`config.mk`:
```
export PLATFORM = sky130hd
export DESIGN_NAME = seq_array_divider
export DESIGN_NICKNAME = d
export VERILOG_FILES = /design/src/rtl/seq_array_divider.sv
export SDC_FILE = /design/constraint.sdc
export NUM_CORES = 1
export LEC_CHECK = 0
export ABC_AREA = 1
export BUFFER_PORTS_ARGS = -buffer_cell sky130_fd_sc_hd__buf_2
export CORE_MARGIN = 3
export CORE_UTILIZATION = 35
export DETAILED_ROUTE_END_ITERATION = 16
export GPL_ROUTABILITY_DRIVEN = 1
export PLACE_DENSITY = 0.62
export SYNTH_ARGS = -nofsm -noshare
export SYNTH_HDL_FRONTEND = slang
export SYNTH_SLANG_ARGS = --single-unit
```
`constraint.sdc`:
```
create_clock -name clk -period 1.7 [get_ports clk]
set_input_delay 0.17 -clock clk [delete_from_list [all_inputs] [get_ports clk]]
set_output_delay 0.17 -clock clk [all_outputs]
set_load 0.03 [all_outputs]
```
`src/rtl/seq_array_divider.sv`:
```
// -----------------------------------------------------------------------------
// seq_array_divider
//
// Sequential restoring divider, the inverse of the 4x4 array multiplier that
// sits beside it in the tile top. One quotient bit is produced per clock, MSB
// first, so a division takes DIVIDEND_W cycles in CALC.
//
// Handshake (start/busy/done):
//   - start is sampled only while the FSM is IDLE. The edge that sees start=1
//     in IDLE is the accepting edge; dividend/divisor are latched there and
//     are never looked at again for that operation.
//   - busy is high for every cycle the datapath is iterating (CALC).
//   - done is a single-cycle pulse; quotient/remainder/div_by_zero are valid
//     in that cycle and are held until the next accepted start.
//   - start while CALC or DONE is ignored; the earliest next accept is the
//     edge that ends the cycle after done.
//
// Parameters:
//   DIVIDEND_W  dividend / quotient width (>= 2)
//   DIVISOR_W   divisor / remainder width (>= 1, <= DIVIDEND_W)
//
// Ports:
//   clk          clock, all state on rising edge
//   rst_n        asynchronous active-low reset
//   start        request, sampled only in IDLE
//   dividend     numerator, latched on accepted start
//   divisor      denominator, latched on accepted start
//   busy         high while CALC is in progress
//   done         one-cycle pulse, results valid
//   quotient     unsigned quotient (all ones for a zero divisor)
//   remainder    unsigned remainder (dividend low bits for a zero divisor)
//   div_by_zero  divisor was zero, held with the results
//   state_dbg    current FSM state encoding (0=IDLE, 1=CALC, 2=DONE)
//
// Optional feature:
//   DIV_ZERO_SKIP_EN  when defined, a zero divisor bypasses CALC and goes
//                     straight to DONE with the same result values (busy
//                     never asserts). When undefined, a zero divisor runs the
//                     full iteration and the same values fall out naturally.
// -----------------------------------------------------------------------------
module seq_array_divider #(
    parameter int DIVIDEND_W = 8,
    parameter int DIVISOR_W  = 4
) (
    input  logic                  clk,
    input  logic                  rst_n,
    input  logic                  start,
    input  logic [DIVIDEND_W-1:0] dividend,
    input  logic [DIVISOR_W-1:0]  divisor,
    output logic                  busy,
    output logic                  done,
    output logic [DIVIDEND_W-1:0] quotient,
    output logic [DIVISOR_W-1:0]  remainder,
    output logic                  div_by_zero,
    output logic [1:0]            state_dbg
);

    localparam int CNT_W = (DIVIDEND_W > 1) ? $clog2(DIVIDEND_W) : 1;

    typedef enum logic [1:0] {
        IDLE = 2'd0,
        CALC = 2'd1,
        DONE = 2'd2
    } state_t;

    state_t                 state;
    logic [DIVIDEND_W-1:0]  dq;     // dividend bits shift out of the MSB, quotient bits into the LSB
    logic [DIVISOR_W-1:0]   rem;    // partial remainder, always < dvs when dvs != 0
    logic [DIVISOR_W-1:0]   dvs;    // latched divisor
    logic [CNT_W-1:0]       cnt;    // iterations left minus one

    // One restoring step. Because rem < dvs, r_shift < 2*dvs, so the
    // difference always fits back into DIVISOR_W bits. With dvs == 0 the
    // compare is always true, which yields an all-ones quotient and leaves
    // the last DIVISOR_W dividend bits in rem.
    logic [DIVISOR_W:0]     r_shift;
    logic                   take;
    logic [DIVISOR_W-1:0]   rem_next;
    logic [DIVIDEND_W-1:0]  dq_next;

    always_comb begin
        r_shift  = {rem, dq[DIVIDEND_W-1]};
        take     = (r_shift >= {1'b0, dvs});
        rem_next = r_shift[DIVISOR_W-1:0];
        if (take) begin
            rem_next = DIVISOR_W'(r_shift - {1'b0, dvs});
        end
        dq_next  = {dq[DIVIDEND_W-2:0], take};
    end

    assign state_dbg = state;

    always_ff @(posedge clk or negedge rst_n) begin
        if (!rst_n) begin
            state       <= IDLE;
            busy        <= 1'b0;
            done        <= 1'b0;
            quotient    <= '0;
            remainder   <= '0;
            div_by_zero <= 1'b0;
            dq          <= '0;
            rem         <= '0;
            dvs         <= '0;
            cnt         <= '0;
        end else begin
            case (state)
                IDLE: begin
                    if (start) begin
                        dq          <= dividend;
                        rem         <= '0;
                        dvs         <= divisor;
                        cnt         <= CNT_W'(DIVIDEND_W - 1);
                        div_by_zero <= (divisor == '0);
`ifdef DIV_ZERO_SKIP_EN
                        if (divisor == '0) begin
                            // Result is known without iterating.
                            quotient  <= '1;
                            remainder <= dividend[DIVISOR_W-1:0];
                            done      <= 1'b1;
                            state     <= DONE;
                        end else begin
                            busy  <= 1'b1;
                            state <= CALC;
                        end
`else
                        busy  <= 1'b1;
                        state <= CALC;
`endif
                    end
                end

                CALC: begin
                    dq  <= dq_next;
                    rem <= rem_next;
                    cnt <= cnt - CNT_W'(1);
                    if (cnt == '0) begin
                        // Last iteration: publish the step results directly.
                        quotient  <= dq_next;
                        remainder <= rem_next;
                        busy      <= 1'b0;
                        done      <= 1'b1;
                        state     <= DONE;
                    end
                end

                DONE: begin
                    done  <= 1'b0;
                    state <= IDLE;
                end

                default: begin
                    busy  <= 1'b0;
                    done  <= 1'b0;
                    state <= IDLE;
                end
            endcase
        end
    end

endmodule

```
Word level (Yosys, flattened, before mapping)
Cells that the tools add are included.

Flip-flop bits (word level): 36. Input port bits: 15. Output and inout port bits: 17.

Add/subtract/negate cells: 2. $lt $le $gt $ge: 1. Eq/ne operators: 4. Multiplexer cells: 15. Bitwise logic cells: 2. Reductions and logical operators: 10.

Operator list (count): $pmux 8 s2 (1); $reduce_and 2->1 (5); $mux 4 (2); $mux 8 (1); $pmux 4 s2 (1); $pmux 3 s2 (1); $ge 5x4->1 (1); $logic_not 4->1 (1); $mux 2 (2); $ne 2x2->1 const B (2); $pmux 2 s2 (1); $sub 4x4->4 (1); $logic_not 3->1 (1); $mux 1 (3); $mux 3 (1); $pmux 1 s3 (1); $reduce_and 3->1 (1); $sub 3x1->3 const B (1); $eq 2x1->1 const B (1); $eq 2x2->1 const B (1); $logic_not 2->1 (1); $not 1->1 (2); $pmux 1 s2 (1); $reduce_bool 2->1 (1).

Depth between registers and ports, before layout
Word-level depth: 3. Gate-level depth with buffers: 12.

Worst setup path before layout
No wires, ideal clock.

Path type: reg2reg. Start point: register rem[1]. End point: register rem[2]. Library setup time: 0.116 ns. Arrival: 1.438 ns. Required time: 1.584 ns. Setup slack: 0.146 ns. Cell stages (with the launch flop): 10. Cell sequence: dfrtp_1 > ha_1 > a21oi_1 > nand2_1 > nand2_1 > nand2_1 > nand2_1 > nand2_1 > nand2_1 > nand2_1.

Longest elaborated chain between the ends: 3. Elaborated cells on any way between the ends: 4. Those cells by class: 1 x add/sub; 1 x order compare; 2 x mux.

Ends and longest elaborated chain: from (decl) (line 68) `logic [DIVISOR_W-1:0] rem;`; from (signal assigned) (line 134) `rem <= rem_next;`; $sub 4x4->4 or $ge 5x4->1 (tied branches) (line 86, 83); $mux 4 (*) (line 85) `if (take) begin`; $pmux 4 s2 (*) (line 106) `case (state)`.

Every way passes the cells marked *; elsewhere a longest branch is shown, timed or not. A chain may end at the register's enable or synchronous reset.

Final worst setup path
Start point: register dq[7]. End point: register rem[2].

Longest elaborated chain between the ends: 3. Elaborated cells on any way between the ends: 4. Those cells by class: 1 x add/sub; 1 x order compare; 2 x mux.

Ends and longest elaborated chain: from (decl) (line 67) `logic [DIVIDEND_W-1:0] dq;`; from (signal assigned) (line 109) `dq <= dividend;`; from (signal assigned) (line 133) `dq <= dq_next;`; $sub 4x4->4 or $ge 5x4->1 (tied branches) (line 86, 83); $mux 4 (*) (line 85); $pmux 4 s2 (*) (line 106).

Marks and branches as above.

==> results.json <==
{
  "run_status": "finished clean",
  "period_share_pct": 91.97,
  "tritoncts": "yes",
  "synthFlopType": "sky130_fd_sc_hd__dfrtp_1",
  "timing.hold.ws_ns": 0.08067,
  "syn2layout_area_growth_pct": 23.70,
  "gpl.final_weighted_congestion": 0.8431,
  "synth-seq-cells": 36,
  "worst_path_most_repeated_cell": "sky130_fd_sc_hd__nand2_1",
  "floorplan.rows": 24,
  "seq_area_frac_synth_pct": 52.67,
  "io_pins": 32,
  "wire_per_inst_um": 11.39,
  "cts-buffers-inserted": 5,
  "syn-num-nets": 214,
  "yosys-top-cells-area": "sky130_fd_sc_hd__dfrtp_1 (53%), sky130_fd_sc_hd__nand2_1 (11%), sky130_fd_sc_hd__o21ai_0 (6.1%)",
  "worst_r2r_endpoint": "rem[2]",
  "drt_iter0_drcs": 102,
  "first_pass_iters": 4,
  "setup.worst_path.class": "reg -> reg",
  "crit_fanout": 2,
  "synth_simple_gate_area_share_pct": 19.09,
  "r2r.worst_path.cells": 9,
  "die_width_um": 75.91,
  "place_hpwl_um": 2443,
  "place.port_buffers": 31,
  "power-per-cell-area_nw_per_um2": 2285,
  "cts-root-buf": "sky130_fd_sc_hd__clkbuf_8",
  "worst_skew_pair_latency_ns": 0.28,
  "grt.overflow.total": 0,
  "clk_pin_slew_ns": 0.07,
  "cap_viol_max_count": 0,
  "grt_util_all_layers_pct": 13.10,
  "layout.core_utilization_pct": 46.66,
  "htree_num_levels": 2,
  "crit_arrival_ns": 1.74,
  "vias_in_the_first_global_route": 1303,
  "p_leak_nw": 1.118,
  "tightest_slew_margin_relative_to_the_limit_pct": 69.96,
  "first_pass_grt_wire_length_um": 6113,
  "numClockSinks": 36,
  "worst_setup_path_end_kind": "flop",
  "number_of_max_slew_violations_in_the_final_report": 0,
  "holdCritPathClass": "in -> reg",
  "fraction_of_final_layout_cells_sized_beyond_drive_strength_1_pct": 27.78,
  "synth_cells": 192,
  "slowest_stage": "sky130_fd_sc_hd__fa_1",
  "synth_area_in_adders_pct": 5.560,
  "vias_per_cell": 4.462,
  "synth.top_cells.by_count": "sky130_fd_sc_hd__nand2_1 (52), sky130_fd_sc_hd__dfrtp_1 (36), sky130_fd_sc_hd__inv_1 (26), sky130_fd_sc_hd__o21ai_0 (21), sky130_fd_sc_hd__nand3_1 (12)",
  "tightest_slew_ns": 0.4506,
  "antennaDiodeCount": 0,
  "synth_most_common_cell": "sky130_fd_sc_hd__nand2_1",
  "timing.reg2reg.setup_slack_ns": 0.14,
  "endpoint": "rem[2]",
  "synth.avg_cell_area_sq_um": 8.908,
  "floorplan.initialDensity_pct": 37.72,
  "detail-route-antenna-nets": 0,
  "route.detailed.drc": 0,
  "critical_path.max_stage_delay_ns": 0.39,
  "synth_area_sq_um": 1710,
  "post_synth_mux_area_share_pct": 0.6584,
  "clock_tree.buffer_depth": 2,
  "number_of_synthesized_flops_with_an_enable_pin": 0,
  "via_count": 1334,
  "vdd_ir_drop_max_mv": 0.8523,
  "core-area_sq_um": 4534,
  "yosysTopAreaCellShare_pct": 52.67,
  "fp.dieH_um": 75.91,
  "timing.final.ws_setup_ns": 0.1365,
  "cp.required_ns": 1.88,
  "n_fill_cell": 456,
  "ys.warnings.count": 0,
  "antenna_found_initial": 0,
  "critical_path.cell_chain": "inv_2 -> ha_2 -> inv_1 -> fa_1 -> xor2_1 -> nand2_1 -> nand2_1 -> nand2_1 -> nand2_1",
  "netlist-cell-type-count": 26,
  "timing.final.setup_violations": 0,
  "synth_compound_gate_area_share_pct": 13.61,
  "fin_skew_ns": 0.002424,
  "main_combinational_cell_family_by_area_after_synthesis": "simple AND/OR/NAND/NOR gates",
  "finish.net_count": 256,
  "worst_setup_path_start_kind": "flop",
  "sequential_cell_area_sq_um": 900.9,
  "async_flop_share_pct": 100.0,
  "synth_xor_xnor_area_share_pct": 0.5121,
  "final-hold-violation-count": 0,
  "routed_wirelength_um": 3405,
  "final-instance-count-excl-fill": 299,
  "period_minus_slack_ns": 1.563,
  "pin_count_of_the_biggest_net_entering_global_routing": 37,
  "r2r-start": "dq[7]",
  "synth_top_cell_by_area": "sky130_fd_sc_hd__dfrtp_1",
  "fin_total_pwr_mw": 4.835,
  "multiInputGateArea_sq_um": 698.2,
  "fmaxAchievable_ghz": 0.6396,
  "critical_path.startpoint": "dq[7]",
  "dp_slack_ns": -0.02652,
  "design.die.area_sq_um": 5762,
  "place_inst": 290
}
-- routing by layer --
metal	share of wire [%]	GRT usage (%)	vias to the layer above	wire, um
li1	-	-	694	-
met1	49	18.40	593	1666
met2	43	19.24	43	1480
met3	6.3	4.028	4	215
met4	1.2	4.348	0	42
met5	0	0	-	0
-- state kept, by name (all words and copies together), names as in the netlist --
register	count
busy	1
dvs	4
quotient	8
dq	8
div_by_zero	1
cnt	3
remainder	4
done	1
state_dbg	2
rem	4
-- power breakdown --
group | switching (mW) | internal, mW
combinational | 1.70 | 1.01
clock | 0.288 | 0.361
sequential | 0.198 | 1.28
-- layout by cell type, fill, tap and decap left out, types with 2 or more instances in the layout --
cell | netlist | layout
sky130_fd_sc_hd__dfrtp_1 | 36 | 36
sky130_fd_sc_hd__o21ai_2 | 5 | 5
sky130_fd_sc_hd__clkbuf_8 | 0 | 7
sky130_fd_sc_hd__inv_2 | 3 | 4
sky130_fd_sc_hd__inv_1 | 26 | 25
sky130_fd_sc_hd__o21ai_0 | 21 | 21
sky130_fd_sc_hd__nor2_2 | 2 | 2
sky130_fd_sc_hd__ha_1 | 6 | 4
sky130_fd_sc_hd__a21oi_1 | 10 | 9
sky130_fd_sc_hd__nand2_2 | 1 | 3
sky130_fd_sc_hd__nand3_1 | 12 | 12
sky130_fd_sc_hd__buf_4 | 0 | 6
sky130_fd_sc_hd__nor2_1 | 2 | 2
sky130_fd_sc_hd__buf_2 | 3 | 31
sky130_fd_sc_hd__nand2_1 | 52 | 50
-- metrics by stage --
stage / instance area, sq um / setup TNS, ns
floorplan: 1710 / 0
global placement: 1966 / 0
detailed placement: 1966 / -0.06263
CTS: 2076 / 0
global route: 2116 / -0.002133
finish: 2116 / 0
-- worst min path at each step --
stage,startpoint,endpoint,slack (ns),cells after the start
after floorplan,rst_n,busy,-0.13,0
after global placement,rst_n,cnt[2],0.24,2
after detailed placement,rst_n,dq[2],0.24,2
after CTS,divisor[0],div_by_zero,0.08,2
after global routing,divisor[0],div_by_zero,0.08,2
final,divisor[0],div_by_zero,0.08,2
-- final cells by class --
| cell class | count | share of cell area (%) |
|---|---|---|
| clock buffer | 7 | 4.554 |
| inverter | 29 | 5.145 |
| multi-input combinational | 123 | 33.00 |
| sequential | 36 | 42.58 |
| tap | 65 | 3.844 |
| timing repair buffer | 39 | 10.88 |
-- worst max-delay path: cells and delay by family (launching register included) --
kind,cells,cell delay (ns)
AND/OR/NAND/NOR,4,0.24
XOR/XNOR,1,0.16
buffers and inverters,2,0.13
adder cells (fa/ha/maj),2,0.56
flip-flops,1,0.37
-- cells by family (layout without fill, tap and decap cells) --
family                     after synthesis  count (layout)
DFF                                     36              36
muxes                                    1               1
adders and majority gates                7               7
AOI/OAI and AO/OA                       41              41
xor gates and xnor gates                 1               1
and+or+nand+nor                         73              73
buffers and inverters                   33              75
-- what timing repair did --
item | in CTS | in global routing
pin swaps | 0 | 2
resized for setup | 1 | 5
endpoints found under the hold margin | 36 | 0
buffers inserted | 0 | 1
setup endpoints to repair | 4 | 9
hold buffers | 1 | 0
No activity file was read; power rests on OpenSTA's default activity.
